## config.mk

```make
export PLATFORM = sky130hd
export DESIGN_NAME = tinycomp_uart
export DESIGN_NICKNAME = d
export VERILOG_FILES = /design/src/rtl/tinycomp_io_pkg.sv /design/src/rtl/io_fifo.sv /design/src/rtl/tinycomp_uart.sv
export SDC_FILE = /design/constraint.sdc
export NUM_CORES = 1
export LEC_CHECK = 0
export ABC_AREA = 0
export CORE_MARGIN = 8
export CORE_UTILIZATION = 48
export CTS_CLUSTER_SIZE = 20
export DETAILED_ROUTE_END_ITERATION = 7
export PLACE_DENSITY = 0.79
export SYNTH_ARGS = -nofsm -noshare
export SYNTH_HDL_FRONTEND = slang
export SYNTH_HIERARCHICAL = 1
export SYNTH_SLANG_ARGS = --single-unit
export TNS_END_PERCENT = 20
```

## constraint.sdc

```tcl
create_clock -name Ph0 -period 2.58 [get_ports Ph0]
set_input_delay 0.516 -clock Ph0 [delete_from_list [all_inputs] [get_ports Ph0]]
set_output_delay 0.516 -clock Ph0 [all_outputs]
set_load 0.01 [all_outputs]
```

## src/rtl/tinycomp_io_pkg.sv

```systemverilog
// Shared definitions for the TinyComp serial I/O responder: register offsets,
// STATUS bit positions and the UART frame state encoding.
package tinycomp_io_pkg;

  localparam logic [1:0] OFS_DATA   = 2'd0;
  localparam logic [1:0] OFS_STATUS = 2'd1;

  localparam int ST_TX_NFULL  = 0;
  localparam int ST_RX_NEMPTY = 1;
  localparam int ST_TXOVF     = 2;
  localparam int ST_RXOVR     = 3;
  localparam int ST_FERR      = 4;

  typedef enum logic [1:0] {
    IDLE  = 2'd0,
    START = 2'd1,
    DATA  = 2'd2,
    STOP  = 2'd3
  } uart_state_t;

  typedef struct packed {
    logic ferr;
    logic rxovr;
    logic txovf;
  } sticky_t;

  function automatic logic [31:0] status_word(sticky_t f, logic rx_nempty, logic tx_nfull);
    status_word               = '0;
    status_word[ST_FERR]      = f.ferr;
    status_word[ST_RXOVR]     = f.rxovr;
    status_word[ST_TXOVF]     = f.txovf;
    status_word[ST_RX_NEMPTY] = rx_nempty;
    status_word[ST_TX_NFULL]  = tx_nfull;
  endfunction

endpackage

```

## src/rtl/io_fifo.sv

```systemverilog
// Synchronous FIFO with wrap-bit pointers; a pop makes room for a push in the
// same cycle even when full.
module io_fifo #(
  parameter int WIDTH = 8,
  parameter int DEPTH = 4
) (
  input  logic             Ph0,
  input  logic             Reset,
  input  logic             push,
  input  logic             pop,
  input  logic [WIDTH-1:0] din,
  output logic [WIDTH-1:0] dout,
  output logic             full,
  output logic             empty
);

  localparam int AW = $clog2(DEPTH);

  logic [WIDTH-1:0] mem [DEPTH];
  logic [AW:0]      wr_ptr;
  logic [AW:0]      rd_ptr;
  logic             do_push;
  logic             do_pop;

  assign empty   = (wr_ptr == rd_ptr);
  assign full    = (wr_ptr[AW] != rd_ptr[AW]) && (wr_ptr[AW-1:0] == rd_ptr[AW-1:0]);
  assign do_pop  = pop && !empty;
  assign do_push = push && (!full || do_pop);
  assign dout    = mem[rd_ptr[AW-1:0]];

  // NOTE: sequential state uses non-blocking '<=' so every flop samples pre-edge values.
  always_ff @(posedge Ph0 or posedge Reset) begin
    if (Reset) begin
      wr_ptr <= '0;
      rd_ptr <= '0;
    end else begin
      if (do_push) wr_ptr <= wr_ptr + 1'b1;
      if (do_pop)  rd_ptr <= rd_ptr + 1'b1;
    end
  end

  // NOTE: the storage array is not reset; the pointers alone decide which entries are valid.
  always_ff @(posedge Ph0) begin
    if (do_push) mem[wr_ptr[AW-1:0]] <= din;
  end

endmodule

```

## src/rtl/tinycomp_uart.sv

```systemverilog
// TinyComp I/O-port UART: DATA/STATUS registers, TX FIFO + 8N1 serialiser,
// 2-FF synchronised 8N1 deserialiser + RX FIFO.
module tinycomp_uart
  import tinycomp_io_pkg::*;
#(
  parameter logic [31:0] BASE       = 32'h0000_0000,
  parameter int          CLK_DIV    = 16,
  parameter int          FIFO_DEPTH = 4
) (
  input  logic        Ph0,
  input  logic        Reset,
  input  logic [31:0] IOaddr,
  input  logic [31:0] OutData,
  input  logic        OutStrobe,
  input  logic        InStrobe,
  output logic [31:0] InData,
  output logic        InRdy,
  output logic        txd,
  input  logic        rxd
);

  localparam int            CW       = $clog2(CLK_DIV);
  localparam logic [CW-1:0] CNT_LAST = CW'(CLK_DIV - 1);
  localparam logic [CW-1:0] CNT_HALF = CW'(CLK_DIV / 2 - 1);

  // ---------------- register decode ----------------
  logic       sel;
  logic [1:0] ofs;
  logic       wr_data;
  logic       rd_data;
  logic       rd_status;
  logic       unused_outdata;

  assign sel            = (IOaddr[31:2] == BASE[31:2]);
  assign ofs            = IOaddr[1:0];
  assign wr_data        = OutStrobe && sel && (ofs == OFS_DATA);
  assign rd_data        = InStrobe && sel && (ofs == OFS_DATA);
  assign rd_status      = InStrobe && sel && (ofs == OFS_STATUS);
  assign unused_outdata = ^OutData[31:8];

  // ---------------- FIFOs ----------------
  logic       tx_push, tx_pop, tx_full, tx_empty;
  logic [7:0] tx_dout;
  logic       rx_push, rx_pop, rx_full, rx_empty;
  logic [7:0] rx_dout;
  logic [7:0] rx_shift;

  // TX drops on full regardless of a same-cycle pop by the serialiser.
  assign tx_push = wr_data && !tx_full;
  assign rx_pop  = rd_data && !rx_empty;

  io_fifo #(.WIDTH(8), .DEPTH(FIFO_DEPTH)) u_tx_fifo (
    .Ph0   (Ph0),
    .Reset (Reset),
    .push  (tx_push),
    .pop   (tx_pop),
    .din   (OutData[7:0]),
    .dout  (tx_dout),
    .full  (tx_full),
    .empty (tx_empty)
  );

  io_fifo #(.WIDTH(8), .DEPTH(FIFO_DEPTH)) u_rx_fifo (
    .Ph0   (Ph0),
    .Reset (Reset),
    .push  (rx_push),
    .pop   (rx_pop),
    .din   (rx_shift),
    .dout  (rx_dout),
    .full  (rx_full),
    .empty (rx_empty)
  );

  // ---------------- TX serialiser ----------------
  uart_state_t   tx_state, tx_state_n;
  logic [CW-1:0] tx_cnt, tx_cnt_n;
  logic [2:0]    tx_bit, tx_bit_n;
  logic [7:0]    tx_shift, tx_shift_n;
  logic          txd_n;
  logic          tx_end;

  assign tx_end = (tx_cnt == CNT_LAST);

  always_ff @(posedge Ph0 or posedge Reset) begin
    if (Reset) begin
      tx_state <= IDLE;
      tx_cnt   <= '0;
      tx_bit   <= '0;
      tx_shift <= '0;
      txd      <= 1'b1;
    end else begin
      tx_state <= tx_state_n;
      tx_cnt   <= tx_cnt_n;
      tx_bit   <= tx_bit_n;
      tx_shift <= tx_shift_n;
      txd      <= txd_n;
    end
  end

  // NOTE: combinational blocks use blocking '=' and default every output first, so no latch is inferred.
  always_comb begin
    tx_state_n = tx_state;
    tx_cnt_n   = tx_cnt + CW'(1);
    tx_bit_n   = tx_bit;
    tx_shift_n = tx_shift;
    txd_n      = txd;
    tx_pop     = 1'b0;
    case (tx_state)
      IDLE: begin
        tx_cnt_n = '0;
        txd_n    = 1'b1;
        if (!tx_empty) begin
          tx_state_n = START;
          tx_pop     = 1'b1;
          tx_shift_n = tx_dout;
          txd_n      = 1'b0;
        end
      end
      START: begin
        if (tx_end) begin
          tx_state_n = DATA;
          tx_cnt_n   = '0;
          tx_bit_n   = '0;
          txd_n      = tx_shift[0];
        end
      end
      DATA: begin
        if (tx_end) begin
          tx_cnt_n = '0;
          if (tx_bit == 3'd7) begin
            tx_state_n = STOP;
            txd_n      = 1'b1;
          end else begin
            tx_bit_n   = tx_bit + 3'd1;
            tx_shift_n = {1'b0, tx_shift[7:1]};
            txd_n      = tx_shift[1];
          end
        end
      end
      STOP: begin
        if (tx_end) begin
          tx_cnt_n = '0;
          // Chain straight into the next start bit when more bytes are queued.
          if (!tx_empty) begin
            tx_state_n = START;
            tx_pop     = 1'b1;
            tx_shift_n = tx_dout;
            txd_n      = 1'b0;
          end else begin
            tx_state_n = IDLE;
          end
        end
      end
      default: tx_state_n = IDLE;
    endcase
  end

  // ---------------- RX deserialiser ----------------
  logic          rx_s1, rx_s2, rx_s3;
  logic          rx_fall;
  uart_state_t   rx_state, rx_state_n;
  logic [CW-1:0] rx_cnt, rx_cnt_n;
  logic [2:0]    rx_bit, rx_bit_n;
  logic [7:0]    rx_shift_n;
  logic          rx_done;
  logic          ferr_set;

  assign rx_fall = rx_s3 && !rx_s2;

  always_ff @(posedge Ph0 or posedge Reset) begin
    if (Reset) begin
      rx_s1    <= 1'b1;
      rx_s2    <= 1'b1;
      rx_s3    <= 1'b1;
      rx_state <= IDLE;
      rx_cnt   <= '0;
      rx_bit   <= '0;
      rx_shift <= '0;
    end else begin
      rx_s1    <= rxd;
      rx_s2    <= rx_s1;
      rx_s3    <= rx_s2;
      rx_state <= rx_state_n;
      rx_cnt   <= rx_cnt_n;
      rx_bit   <= rx_bit_n;
      rx_shift <= rx_shift_n;
    end
  end

  always_comb begin
    rx_state_n = rx_state;
    rx_cnt_n   = rx_cnt + CW'(1);
    rx_bit_n   = rx_bit;
    rx_shift_n = rx_shift;
    rx_done    = 1'b0;
    ferr_set   = 1'b0;
    case (rx_state)
      IDLE: begin
        rx_cnt_n = '0;
        if (rx_fall) rx_state_n = START;
      end
      START: begin
        // Mid-start re-check rejects short glitches.
        if (rx_cnt == CNT_HALF) begin
          rx_cnt_n   = '0;
          rx_bit_n   = '0;
          rx_state_n = rx_s2 ? IDLE : DATA;
        end
      end
      DATA: begin
        if (rx_cnt == CNT_LAST) begin
          rx_cnt_n   = '0;
          rx_shift_n = {rx_s2, rx_shift[7:1]};
          if (rx_bit == 3'd7) rx_state_n = STOP;
          else                rx_bit_n   = rx_bit + 3'd1;
        end
      end
      STOP: begin
        if (rx_cnt == CNT_LAST) begin
          rx_cnt_n   = '0;
          rx_state_n = IDLE;
          if (rx_s2) rx_done  = 1'b1;
          else       ferr_set = 1'b1;
        end
      end
      default: rx_state_n = IDLE;
    endcase
  end

  assign rx_push = rx_done;

  // ---------------- sticky flags ----------------
  sticky_t flags;
  logic    txovf_set;
  logic    rxovr_set;

  assign txovf_set = wr_data && tx_full;
  assign rxovr_set = rx_done && rx_full && !rx_pop;

  // A set in the same cycle as a STATUS read wins over the clear.
  always_ff @(posedge Ph0 or posedge Reset) begin
    if (Reset) begin
      flags <= '0;
    end else begin
      flags.txovf <= txovf_set || (flags.txovf && !rd_status);
      flags.rxovr <= rxovr_set || (flags.rxovr && !rd_status);
      flags.ferr  <= ferr_set  || (flags.ferr  && !rd_status);
    end
  end

  // ---------------- read mux ----------------
  always_comb begin
    InData = '0;
    InRdy  = 1'b0;
    if (sel) begin
      case (ofs)
        OFS_DATA: begin
          InData = {24'b0, rx_empty ? 8'h00 : rx_dout};
          InRdy  = !rx_empty;
        end
        OFS_STATUS: begin
          InData = status_word(flags, !rx_empty, !tx_full);
          InRdy  = 1'b1;
        end
        default: begin
          InData = '0;
          InRdy  = 1'b0;
        end
      endcase
    end
  end

endmodule

```

==> results.txt <==
GPL Wtd Cong -> 0.8120
CTS buffer count -> 17
Most used DFF post-synth -> edfxtp_1
Area Overhead vs Synth -> 27.31%
Hold Slack -> 0.3571 ns
Peak supply drop -> 0.5500 mV
YS warnings -> 6
Logic pwr share -> 0.070
Number of global-route vias before repair -> 3679
Diode count -> 0
Ranking of synthesized cells by area -> edfxtp_1 34%, dfrtp_1 22%, mux4_1 7.4%
Critical path startpoint category -> input pin
Proportion of layout cells with a drive suffix above 1 -> 0.3014
Bufs and invs on worst path -> 3
Die footprint -> 15610 sq um
CTS Sinks -> 117
Finished Core Util -> 0.6296
PnR worst setup slack -> 0.006229 ns
RSZ-0062 raised after global routing -> yes
Crit path largest cell delay -> 0.43 ns
Worst Tran Pin Value -> 0.5817 ns
Die X -> 124.9 um
Seq cells post-synth -> 117
CTS clock-pin slew for the worst setup and hold paths -> 0.06 ns
Clock share of power -> 0.493
Post-synthesis sequential area ratio -> 0.5712
Core area -> 11520 sq um
Placed Cells -> 607
Worst hold path class -> flip-flop to flip-flop
Sw power -> 1.184 mW
Area of the mapped netlist -> 5695 sq um
Total gr overflow -> 0
Final std cells w/o fill -> 644
Fin area -> 7251 sq um
Cell Chain, Critical Path -> clkdlybuf4s50_1 -> nor4_2 -> nand4_1 -> buf_4 -> nor2_4 -> and3_1 -> buf_2
Max-Cap Viols -> 0
Layout Skew -> 0.01847 ns
Sequential power share -> 0.437
First-pass GRT wire length -> 18680 um
DR WL/cell -> 18.30 um
Post-synth cell types -> 52
CTS root buf -> clkbuf_16
Synthesized instance count -> 388
Row count -> 39
Overall Power -> 4.845 mW
Area leader, netlist -> edfxtp_1
Largest net degree at the start of global routing -> 35
Commonest cells in the netlist -> 64 x edfxtp_1, 49 x dfrtp_1, 27 x mux2_2, 24 x buf_4, 21 x ha_1
Post-synth EDFFs -> 64
Count of input and output buffers -> 54
Max FO, Critical Path -> 3
Top-count cell post-synth -> edfxtp_1
Slew Viols, Final -> 0
Status -> finished clean
Final TNS setup -> 0 ns
Tcrit/Tclk final -> 0.9976
Post-synth ARST share -> 0.4530
Clk_lat worst skew -> 0.41 ns
Worst Setup Path Type -> input pin to output pin
Initial antenna violation count -> 0
CTS tree -> yes
Initial DRC Count -> 163
Final Hold Viols -> 0
Final wirelength -> 11780 um
WP data arrival -> 2.06 ns
Power per cell area -> 668.2 nW/um^2
Slowest stage cell, crit path -> clkdlybuf4s50_1
Top Ports -> 103
Switching part of the total -> 0.2443
Final setup violation count -> 0
GRT Resource Usage Total -> 0.1499
Via density -> 5.461
Pre-Repair DR Iteration Count -> 4
Initial core utilization -> 0.4946
CP top delay family -> simple AND/OR/NAND/NOR gates
Syn Area/Cell -> 14.68 sq um
Nets -> 578
CP endpoint kind -> output pin
Met3 Use GR -> 0.04760
Drc violations -> 0
Leakage -> 3.034 nW
Max-slew headroom -> 0.6122
Crit path time final -> 2.574 ns
Via Count -> 3517
Top cell type's share of synthesized area -> 0.3374
Clk buf depth -> 2
Met2 Usage GRT -> 0.2657
Met1 GRT Util -> 0.1686
Int Power -> 3.662 mW
Dpl ws -> -0.5111 ns
# H-tree levels -> 4
Die Y -> 124.9 um
DP Area -> 6551 sq um
Post-route ant nets -> 0
GRT busiest layer -> met2
Hpwl dp -> 7788 um
Critical Path RT -> 2.06 ns
Max Clock Freq -> 388.5 MHz
cell usage in the layout (no fill, tap or decap), drive strengths merged, types with 17 or more instances in the layout:
cell	n
buf	47
clkbuf	17
clkdlybuf4s50	43
conb	24
dfrtp	49
edfxtp	64
ha	21
inv	30
mux2	29
nor2	18
cells by family (layout without fill, tap and decap cells):
group / count (synthesis) / in the layout / synth area share
flip-flops: 117 / 117 / 0.5712
AND/OR/NAND/NOR: 83 / 83 / 0.07952
buffers and inverters: 53 / 143 / 0.05778
AO/OA/AOI/OAI: 50 / 50 / 0.07272
multiplexers: 45 / 45 / 0.1312
adder cells (fa/ha/maj): 21 / 21 / 0.04613
XOR/XNOR: 18 / 18 / 0.04086
other: 1 / 24 / 0.0006584
power by group through the flow:
stage	registers (mW)	logic, mW	clock network [mW]
floorplan	2.09	0.275	0
global placement	2.14	0.311	0
detailed placement	2.15	0.325	0
CTS	2.11	0.334	2.43
global route	2.13	0.374	2.53
finish	2.12	0.338	2.39
metal layers:
metal  share of wire  wire (um)
met2            0.54       6390
met4           0.011        135
met5               0          0
met3           0.046        540
met1            0.40       4716
final cells by class:
class / count / area [sq um]
Multi-Input combinational cell: 241 / 2295
Inverter: 19 / 71.32
Sequential cell: 117 / 3257
Tap cell: 143 / 178.9
Clock buffer: 17 / 425.4
Fill cell: 811 / 4265
Timing Repair Buffer: 92 / 843.3
Clock inverter: 15 / 180.2
state kept, by name (all words and copies together) (netlist names), named ones only:
| signal | count |
|---|---|
| u_rx_fifo/mem | 32 |
| u_tx_fifo/mem | 32 |
| rx_shift | 8 |
| tx_shift | 8 |
| rx_cnt | 4 |
| tx_cnt | 4 |
| flags | 3 |
| rx_bit | 3 |
| tx_bit | 3 |
| u_rx_fifo/rd_ptr | 3 |
| u_rx_fifo/wr_ptr | 3 |
| u_tx_fifo/rd_ptr | 3 |
| u_tx_fifo/wr_ptr | 3 |
| tx_state | 2 |
| rx_s1 | 1 |
| rx_s2 | 1 |
| rx_s3 | 1 |
| rx_state | 1 |
| txd | 1 |
path summary, 6_finish.rpt:
kind	from	end	slack [ns]	depth (start not counted)
max reg2reg	u_rx_fifo/rd_ptr[0]	u_rx_fifo/mem[2][1]	0.11	9
max in group asynchronous	Reset	txd	1.48	3
min	rx_s1	rx_s2	0.36	0
min reg2reg	rx_s1	rx_s2	0.36	0
max	IOaddr[3]	InData[6]	0.006	7
min in group asynchronous	Reset	u_rx_fifo/wr_ptr[0]	0.48	2
timing repair:
item | in CTS | in global routing
pin swaps | 3 | 3
buffers inserted | 4 | 1
hold endpoints to repair | 0 | 0
setup endpoints to repair | 9 | 25
hold buffers | 0 | 0
resized for setup | 53 | 13
cloned | 0 | 0
Note: power is estimated with default switching activity, not from simulation.
